## src/rtl/cdb_pkg.sv

```systemverilog
// Shared CDB definitions: default widths, the "no producer" tag, the bus
// record snooped by reservation stations, and the micro-op encodings.
package cdb_pkg;

  localparam int CDB_DATA_W = 16;
  localparam int CDB_TAG_W  = 3;

  // Tag 0 marks an operand with no pending producer; it never appears on the bus.
  localparam logic [CDB_TAG_W-1:0] TAG_NONE = '0;

  typedef struct packed {
    logic                  valid;
    logic [CDB_TAG_W-1:0]  tag;
    logic [CDB_DATA_W-1:0] data;
  } cdb_bus_t;

  typedef enum logic [2:0] {
    UFOP_NOP  = 3'b000,
    UFOP_ADD  = 3'b001,
    UFOP_SLT  = 3'b010,
    UFOP_CMP  = 3'b011,
    UFOP_ADD4 = 3'b100,
    UFOP_SUB4 = 3'b101
  } ufop_e;

  // Every micro-op except NOP produces a result that must be broadcast.
  function automatic logic ufop_broadcasts(ufop_e op);
    return op != UFOP_NOP;
  endfunction

endpackage

```

## src/rtl/rr_priority_picker.sv

```systemverilog
// Combinational rotating-priority picker: returns a one-hot grant for the
// first asserted request at or after ptr_i, wrapping modulo N.
module rr_priority_picker #(
  parameter int N     = 3,
  parameter int PTR_W = $clog2(N)
) (
  input  logic [N-1:0]     req_i,
  input  logic [PTR_W-1:0] ptr_i,
  output logic [N-1:0]     grant_o
);

  int   idx;
  logic found;

  // Scan N positions starting at the pointer and keep only the first hit.
  always_comb begin
    // NOTE: every variable gets a default before the loop so no path leaves it unassigned (no latch).
    grant_o = '0;
    found   = 1'b0;
    idx     = 0;
    for (int k = 0; k < N; k++) begin
      idx = int'(ptr_i) + k;
      if (idx >= N) idx = idx - N;
      if (!found && req_i[idx]) begin
        grant_o[idx] = 1'b1;
        found        = 1'b1;
      end
    end
  end

endmodule

```

## src/rtl/cdb_arbiter.sv

```systemverilog
// Common Data Bus arbiter: grants one functional unit per cycle and registers
// its result/tag onto the CDB. Round-robin by default; defining
// CDB_FIXED_PRIORITY_EN switches to fixed priority (lowest index wins) and
// removes the rotating pointer. CHECK_TAG0 enables a simulation-only check
// that flags requests carrying the reserved tag 0.
module cdb_arbiter
  import cdb_pkg::*;
#(
  parameter int N_REQ      = 3,
  parameter int DATA_W     = CDB_DATA_W,
  parameter int TAG_W      = CDB_TAG_W,
  parameter bit CHECK_TAG0 = 1'b1
) (
  input  logic                    clk,
  input  logic                    rst,
  input  logic [N_REQ-1:0]        req_i,
  input  logic [N_REQ*DATA_W-1:0] req_data_i,
  input  logic [N_REQ*TAG_W-1:0]  req_tag_i,
  input  logic                    cdb_stall_i,
  output logic [N_REQ-1:0]        grant_o,
  output logic                    cdb_valid_o,
  output logic [DATA_W-1:0]       cdb_data_o,
  output logic [TAG_W-1:0]        cdb_tag_o
);

  localparam int PTR_W = $clog2(N_REQ);

  typedef struct packed {
    logic              valid;
    logic [TAG_W-1:0]  tag;
    logic [DATA_W-1:0] data;
  } bus_t;

  bus_t             bus_q, bus_d;
  logic [N_REQ-1:0] req_ok;
  logic [N_REQ-1:0] pick;
  logic [PTR_W-1:0] ptr;
  logic [PTR_W-1:0] win_idx;
  logic             any_grant;

  // A request carrying tag 0 is a protocol error and is never eligible.
  always_comb begin
    req_ok = '0;
    for (int i = 0; i < N_REQ; i++) begin
      req_ok[i] = req_i[i] && (req_tag_i[i*TAG_W +: TAG_W] != TAG_W'(TAG_NONE));
    end
  end

`ifdef CDB_FIXED_PRIORITY_EN
  assign ptr = '0;
`else
  logic [PTR_W-1:0] ptr_q, ptr_d;
  assign ptr = ptr_q;

  // Next pointer sits just past the winner so it becomes lowest priority.
  always_comb begin
    ptr_d = ptr_q;
    if (any_grant) begin
      ptr_d = (win_idx == PTR_W'(N_REQ - 1)) ? '0 : win_idx + 1'b1;
    end
  end

  // Rotating-priority pointer register.
  always_ff @(posedge clk or posedge rst) begin
    // NOTE: sequential state uses non-blocking assignments so all registers update together at the edge.
    if (rst) ptr_q <= '0;
    else     ptr_q <= ptr_d;
  end
`endif

  rr_priority_picker #(
    .N     (N_REQ),
    .PTR_W (PTR_W)
  ) u_picker (
    .req_i   (req_ok),
    .ptr_i   (ptr),
    .grant_o (pick)
  );

  // Grant is suppressed during reset and stall; pending requests simply wait.
  assign grant_o   = (rst || cdb_stall_i) ? '0 : pick;
  assign any_grant = |grant_o;

  // Encode the one-hot grant into an index for the data/tag mux.
  always_comb begin
    win_idx = '0;
    for (int i = 0; i < N_REQ; i++) begin
      if (grant_o[i]) win_idx = PTR_W'(i);
    end
  end

  // Capture the winner, drop valid when idle, hold everything under stall.
  always_comb begin
    bus_d = bus_q;
    if (!cdb_stall_i) begin
      if (any_grant) begin
        bus_d.valid = 1'b1;
        bus_d.tag   = req_tag_i[win_idx*TAG_W +: TAG_W];
        bus_d.data  = req_data_i[win_idx*DATA_W +: DATA_W];
      end else begin
        bus_d.valid = 1'b0;
      end
    end
  end

  // CDB output register.
  always_ff @(posedge clk or posedge rst) begin
    if (rst) bus_q <= '0;
    else     bus_q <= bus_d;
  end

  assign cdb_valid_o = bus_q.valid;
  assign cdb_data_o  = bus_q.data;
  assign cdb_tag_o   = bus_q.tag;

`ifndef SYNTHESIS
  if (CHECK_TAG0) begin : g_tag0_chk
    for (genvar g = 0; g < N_REQ; g++) begin : g_fu
      a_no_tag0: assert property (@(posedge clk) disable iff (rst)
        !(req_i[g] && (req_tag_i[g*TAG_W +: TAG_W] == TAG_W'(TAG_NONE))))
        else $error("cdb_arbiter: FU %0d requests broadcast with tag 0", g);
    end
  end
`endif

endmodule
```

## config.mk

```make
export PLATFORM = sky130hd
export DESIGN_NAME = cdb_arbiter
export DESIGN_NICKNAME = d
export VERILOG_FILES = /design/src/rtl/cdb_pkg.sv /design/src/rtl/rr_priority_picker.sv /design/src/rtl/cdb_arbiter.sv
export SDC_FILE = /design/constraint.sdc
export NUM_CORES = 1
export LEC_CHECK = 0
export CAP_MARGIN = 15
export CORE_MARGIN = 5
export CORE_UTILIZATION = 43
export CTS_BUF_LIST = sky130_fd_sc_hd__clkbuf_2
export DETAILED_ROUTE_END_ITERATION = 10
export HOLD_SLACK_MARGIN = 0.08
export PLACE_DENSITY_LB_ADDON = 0.2
export SLEW_MARGIN = 5
export SYNTH_ARGS = -nofsm -noshare
export SYNTH_HDL_FRONTEND = slang
export SYNTH_SLANG_ARGS = --single-unit
```

## constraint.sdc

```tcl
create_clock -name clk -period 6.05 [get_ports clk]
set_input_delay 1.21 -clock clk [delete_from_list [all_inputs] [get_ports clk]]
set_output_delay 1.21 -clock clk [all_outputs]
set_load 0.05 [all_outputs]
```

# == After elaboration in Yosys (flattened, before gate mapping) ==
# Index checks and enable logic that the tools add are counted.
# classes
shifts,2
bitwise,3
mul,1
n_reduce_logical,16
eq_ne,1
muxes,28
order_cmp,9
n_addsub,6
# ops
operator,n
"32-bit by 1-bit greater-or-equal comparator with 1-bit output, second input constant",3
"32-bit by 4-bit < comparator with 1-bit output, second input constant",3
32-bit two-way mux,3
"32-bit by 3-bit greater-or-equal comparator with 1-bit output, second input constant",2
"32-bit by 3-bit subtractor with 32-bit output, second input constant",2
48-bit by 7-bit indexed part select with 16-bit output,1
1-bit two-way mux,13
3-bit two-way mux,4
3-bit nonzero test,3
9-bit by 5-bit indexed part select with 3-bit output,1
1-bit logical AND,8
1-bit binary-select mux with 2-bit select,3
1-bit demux with 2-bit select,3
3-bit OR,2
"2-bit by 2-bit multiplier with 4-bit output, second input constant",1
2-bit two-way mux,2
"2-bit by 1-bit adder with 3-bit output, second input constant",1
"2-bit by 2-bit adder with 3-bit output, second input constant",1
3-bit OR reduction,1
"2-bit by 2-bit subtractor with 3-bit output, second input constant",1
"2-bit by 1-bit adder with 2-bit output, second input constant",1
"2-bit == test, second input constant",1
"2-bit greater-or-equal comparator, second input constant",1
1-bit logical NOT,2
3 further kinds,3
# word_totals
regBits,22

# == Logic depth before layout (Yosys ltp) ==
# logic_depth
word_depth,17
mapped_depth,11
depth_no_buf,9

# == Hierarchy ==
# Synthesis repeated with hierarchy kept, for this count alone.
# unflattened
hier_cells,183
area_unflattened_um2,1640.3
# modules_own_cells
mod,n_inst,seq_area_each_um2,cells_each,area_each_um2
cdb_arbiter,1,550.5,148,1375.1
rr_priority_picker,1,0.0,35,265.3

# == Worst setup path after synthesis ==
# No wires, ideal clock.
# synth_timing
path_kind,input port to output port
startpoint,in req_tag_i[8]
endpoint,out grant_o[0]
cell_stages,7
path_buffers,1
arrival_time_ps,2784
required_time_ps,4840
slack_ps,2056
cell_sequence,o31ai_2 -> and4_4 -> nor2_1 -> o311ai_1 -> o21ai_1 -> buf_2 -> inv_1
# synth_via
elab_chain_len,13
# synth_lines
item,line,source
from (decl),cdb_arbiter.sv:18,"input logic [N_REQ*TAG_W-1:0] req_tag_i,"
3-bit nonzero test (*),cdb_arbiter.sv:45,req_ok[i] = req_i[i] && (req_tag_i[i*TAG_W +: TAG_W] != TAG_W'(TAG_NONE));
1-bit logical AND (*),cdb_arbiter.sv:45,
1-bit binary-select mux with 2-bit select,rr_priority_picker.sv:24,if (!found && req_i[idx]) begin
1-bit two-way mux (not written as such) (2 in series),rr_priority_picker.sv:24,
1-bit two-way mux,rr_priority_picker.sv:24,
1-bit logical NOT,rr_priority_picker.sv:24,
1-bit logical AND,rr_priority_picker.sv:24,
1-bit two-way mux,rr_priority_picker.sv:24,
1-bit logical NOT,rr_priority_picker.sv:24,
1-bit logical AND,rr_priority_picker.sv:24,
3-bit two-way mux (*),rr_priority_picker.sv:24,
3-bit two-way mux (*),cdb_arbiter.sv:81,assign grant_o = (rst || cdb_stall_i) ? '0 : pick;
to (decl),cdb_arbiter.sv:20,"output logic [N_REQ-1:0] grant_o,"
# Every way passes the cells marked *; elsewhere a longest branch is shown, timed or not. The select of a mux whose other input is x is not followed.

# == Final worst setup path ==
# Same ends and word-level chain as after synthesis.

==> results.tsv <==
metric	value	unit
clk buf depth	2	
worst vdd ir	0.3186	mV
PwrDens	469.9	nW/um^2
Post-CTS Setup Inserts	0	
post-DP HPWL	3802	um
cts hold-fix bufs	0	
CP Launch Type	input pin	
vias in the first global route	1758	
First-pass DRT Iterations	4	
Tmin final	5171	ps
vias per std cell	6.046	
worst hold path class	flop to flop	
RePlAce Congestion	0.8478	
flops & latches, synth	22	
GR Util All Layers	21.19	%
hold path start	cdb_data_o[10]	
clock latency on the worst-skew pair	340	ps
Buffers on Ports	85	
area of the die	4876	um^2
# DRC	0	
RSZ-0062 raised after global routing	no	
initial antenna violation count	0	
Total Power	1.155	mW
slowest CP cell	clkdlybuf4s50_1	
global-route wire length before repair	8590	um
area delta synth->final	59.76	%
Final Instance Area	2459	um^2
Final setup viols	0	
H-tree levels	1	
cts bufs inserted	3	
period utilization	85.48	%
Pleak	0.9775	nW
# rows	21	
most numerous cell in the Yosys netlist	dfrtp_1	
fraction of registers with async set/reset	100.0	%
Root Buffer	clkbuf_2	
Core Region	3390	um^2
commonest cells in the netlist	dfrtp_1, o21a_1, a221o_1	
post-route ant nets	0	
Yosys top cell area share	35.77	%
status	finished, final reports clean	
Post-Syn Instances	154	
WL final	5153	um
Critical Path Start	req_tag_i[8]	
post-CTS resize count	0	
skew final	9.076	ps
slew of the pin with the lowest slew margin	944.2	ps
Top Ports	86	
vias	1699	
post-synthesis mux area share	0	%
CTS tree	built	
Wirelength per Cell	18.34	um
crit-path max FO	14	
critical path required time	4840	ps
relative slew slack	36.82	%
Final #Nets	303	
Num Clock Sinks	22	
chip height	69.83	um
crit-path cells	clkdlybuf4s50_1 -> o31ai_2 -> and4_4 -> nor2_1 -> o311ai_1 -> o21ai_1 -> buf_4 -> inv_1 -> clkdlybuf4s50_1	
Final Slew Violations	0	
reg2reg start	ptr[0]	
layout cell share with drive strength beyond 1	8.085	%
Netlist Area Pre-Place	1539	um^2
CP endpoint kind	output pin	
Fmax achieved	193.4	MHz
syn_nets	221	
largest net degree at the start of global routing	23	
Clk pin slew, worst setup/hold paths	240	ps
maxcap violations	0	
ant diodes	0	
top cells by area, synth	dfrtp_1, a221o_1, a32o_1	
starting DRC count in detailed routing	86	
kind of critical path	input pin to output pin	
post-synthesis sequential area ratio	35.77	%
post-synth top area cell	dfrtp_1	
starting density of the core	45.40	%
Chip Width	69.83	um
simple-gate share of the synthesized area	10.81	%
CP arrival	3960	ps
post-route setup TNS	0	ps
Post-Synth XOR/XNOR Area	0	%
post-synthesis compound-gate area fraction	44.31	%
Avg Cell Area, Syn	9.993	um^2
main combinational cell family by area after synthesis	compound AO/OA/AOI/OAI gates	
Crit path top cell by count	clkdlybuf4s50_1	
area share of fa/ha/maj cells after synthesis	3.252	%
Post-synth EDFFs	0	
gr ovfl total	0	
synth warn	0	
Core Util, Final	72.54	%
placed cell areas	2414	um^2
delay of the slowest cell on the worst path	790	ps
main flop type after synthesis	dfrtp_1	
final hold vios	0	
post-synth cell types	41	
-- power by group --
part	total, mW	internal (mW)	switching (mW)
Clock	0.106	0.0569	0.0496
Sequential	0.254	0.215	0.0394
Combinational	0.794	0.299	0.495
Total	1.16	0.571	0.584
-- critical path: cells and delay by family --
family                 cells  cell delay [ps]
AO/OA/AOI/OAI              3              880
buffers and inverters      4             1510
AND/OR/NAND/NOR            2              340
-- per-layer routing --
layer | part of all wire [%] | global-route usage (%) | up-vias
met2 | 52 | 36.73 | 78
li1 | - | - | 782
met1 | 39 | 26.24 | 831
met5 | 0 | 0 | -
met4 | 1.5 | 5.957 | 0
met3 | 7.0 | 4.638 | 8
-- flip-flops by register name, summed over array words and instances, names as in the netlist --
name / count
cdb_valid_o: 1
ptr: 2
cdb_data_o: 16
cdb_tag_o: 3
-- layout make-up --
type	count	area, um^2
fill	259	930.9
multi-input combinational	113	898.4
timing repair buffer	89	880.8
sequential	22	550.5
tap	46	57.56
clock inverter	1	30.03
inverter	7	26.28
clock buffer	3	15.01
-- cell usage in the layout (no fill, tap or decap), types with 2 or more instances in the layout --
master / n
a32o_1: 9
nand2_2: 2
o31a_1: 2
o21ai_0: 9
clkdlybuf4s50_1: 85
ha_1: 4
clkbuf_2: 3
a21oi_1: 2
a22oi_1: 9
o311ai_1: 2
o31ai_2: 2
nand3_1: 2
a2bb2oi_1: 9
nor2_1: 7
dfrtp_1: 22
o21a_1: 11
o21ai_1: 4
nor2b_1: 2
a221o_1: 10
nand2_1: 6
inv_1: 7
buf_4: 4
o2111ai_1: 2
o211a_1: 2
and2_1: 2
-- path summary, 6_finish.rpt --
check	depth (start not counted)	slack [ps]	end
worst min register to register	1	530	cdb_data_o[10]
worst max-delay path	9	880	grant_o[0]
worst max register to register	9	2590	cdb_data_o[13]
max in group asynchronous	2	4190	cdb_tag_o[2]
worst min-delay path	1	530	cdb_data_o[10]
min in group asynchronous	2	1340	cdb_data_o[10]
-- kinds of logic after synthesis --
logic type	Yosys count
buf+inv	19
fa+ha+maj	4
flops	22
simple gates	28
compound gates	81
-- metrics by stage --
step	hold slack [ps]	worst slack, ps	cells
after floorplan	579.7	2056	154
after global placement	463.7	1009	277
after detailed placement	483.2	943.6	277
after CTS	531.0	925.4	281
after global routing	542.6	740.8	281
final	530.6	878.6	281
No activity file was read; power rests on OpenSTA's default activity.
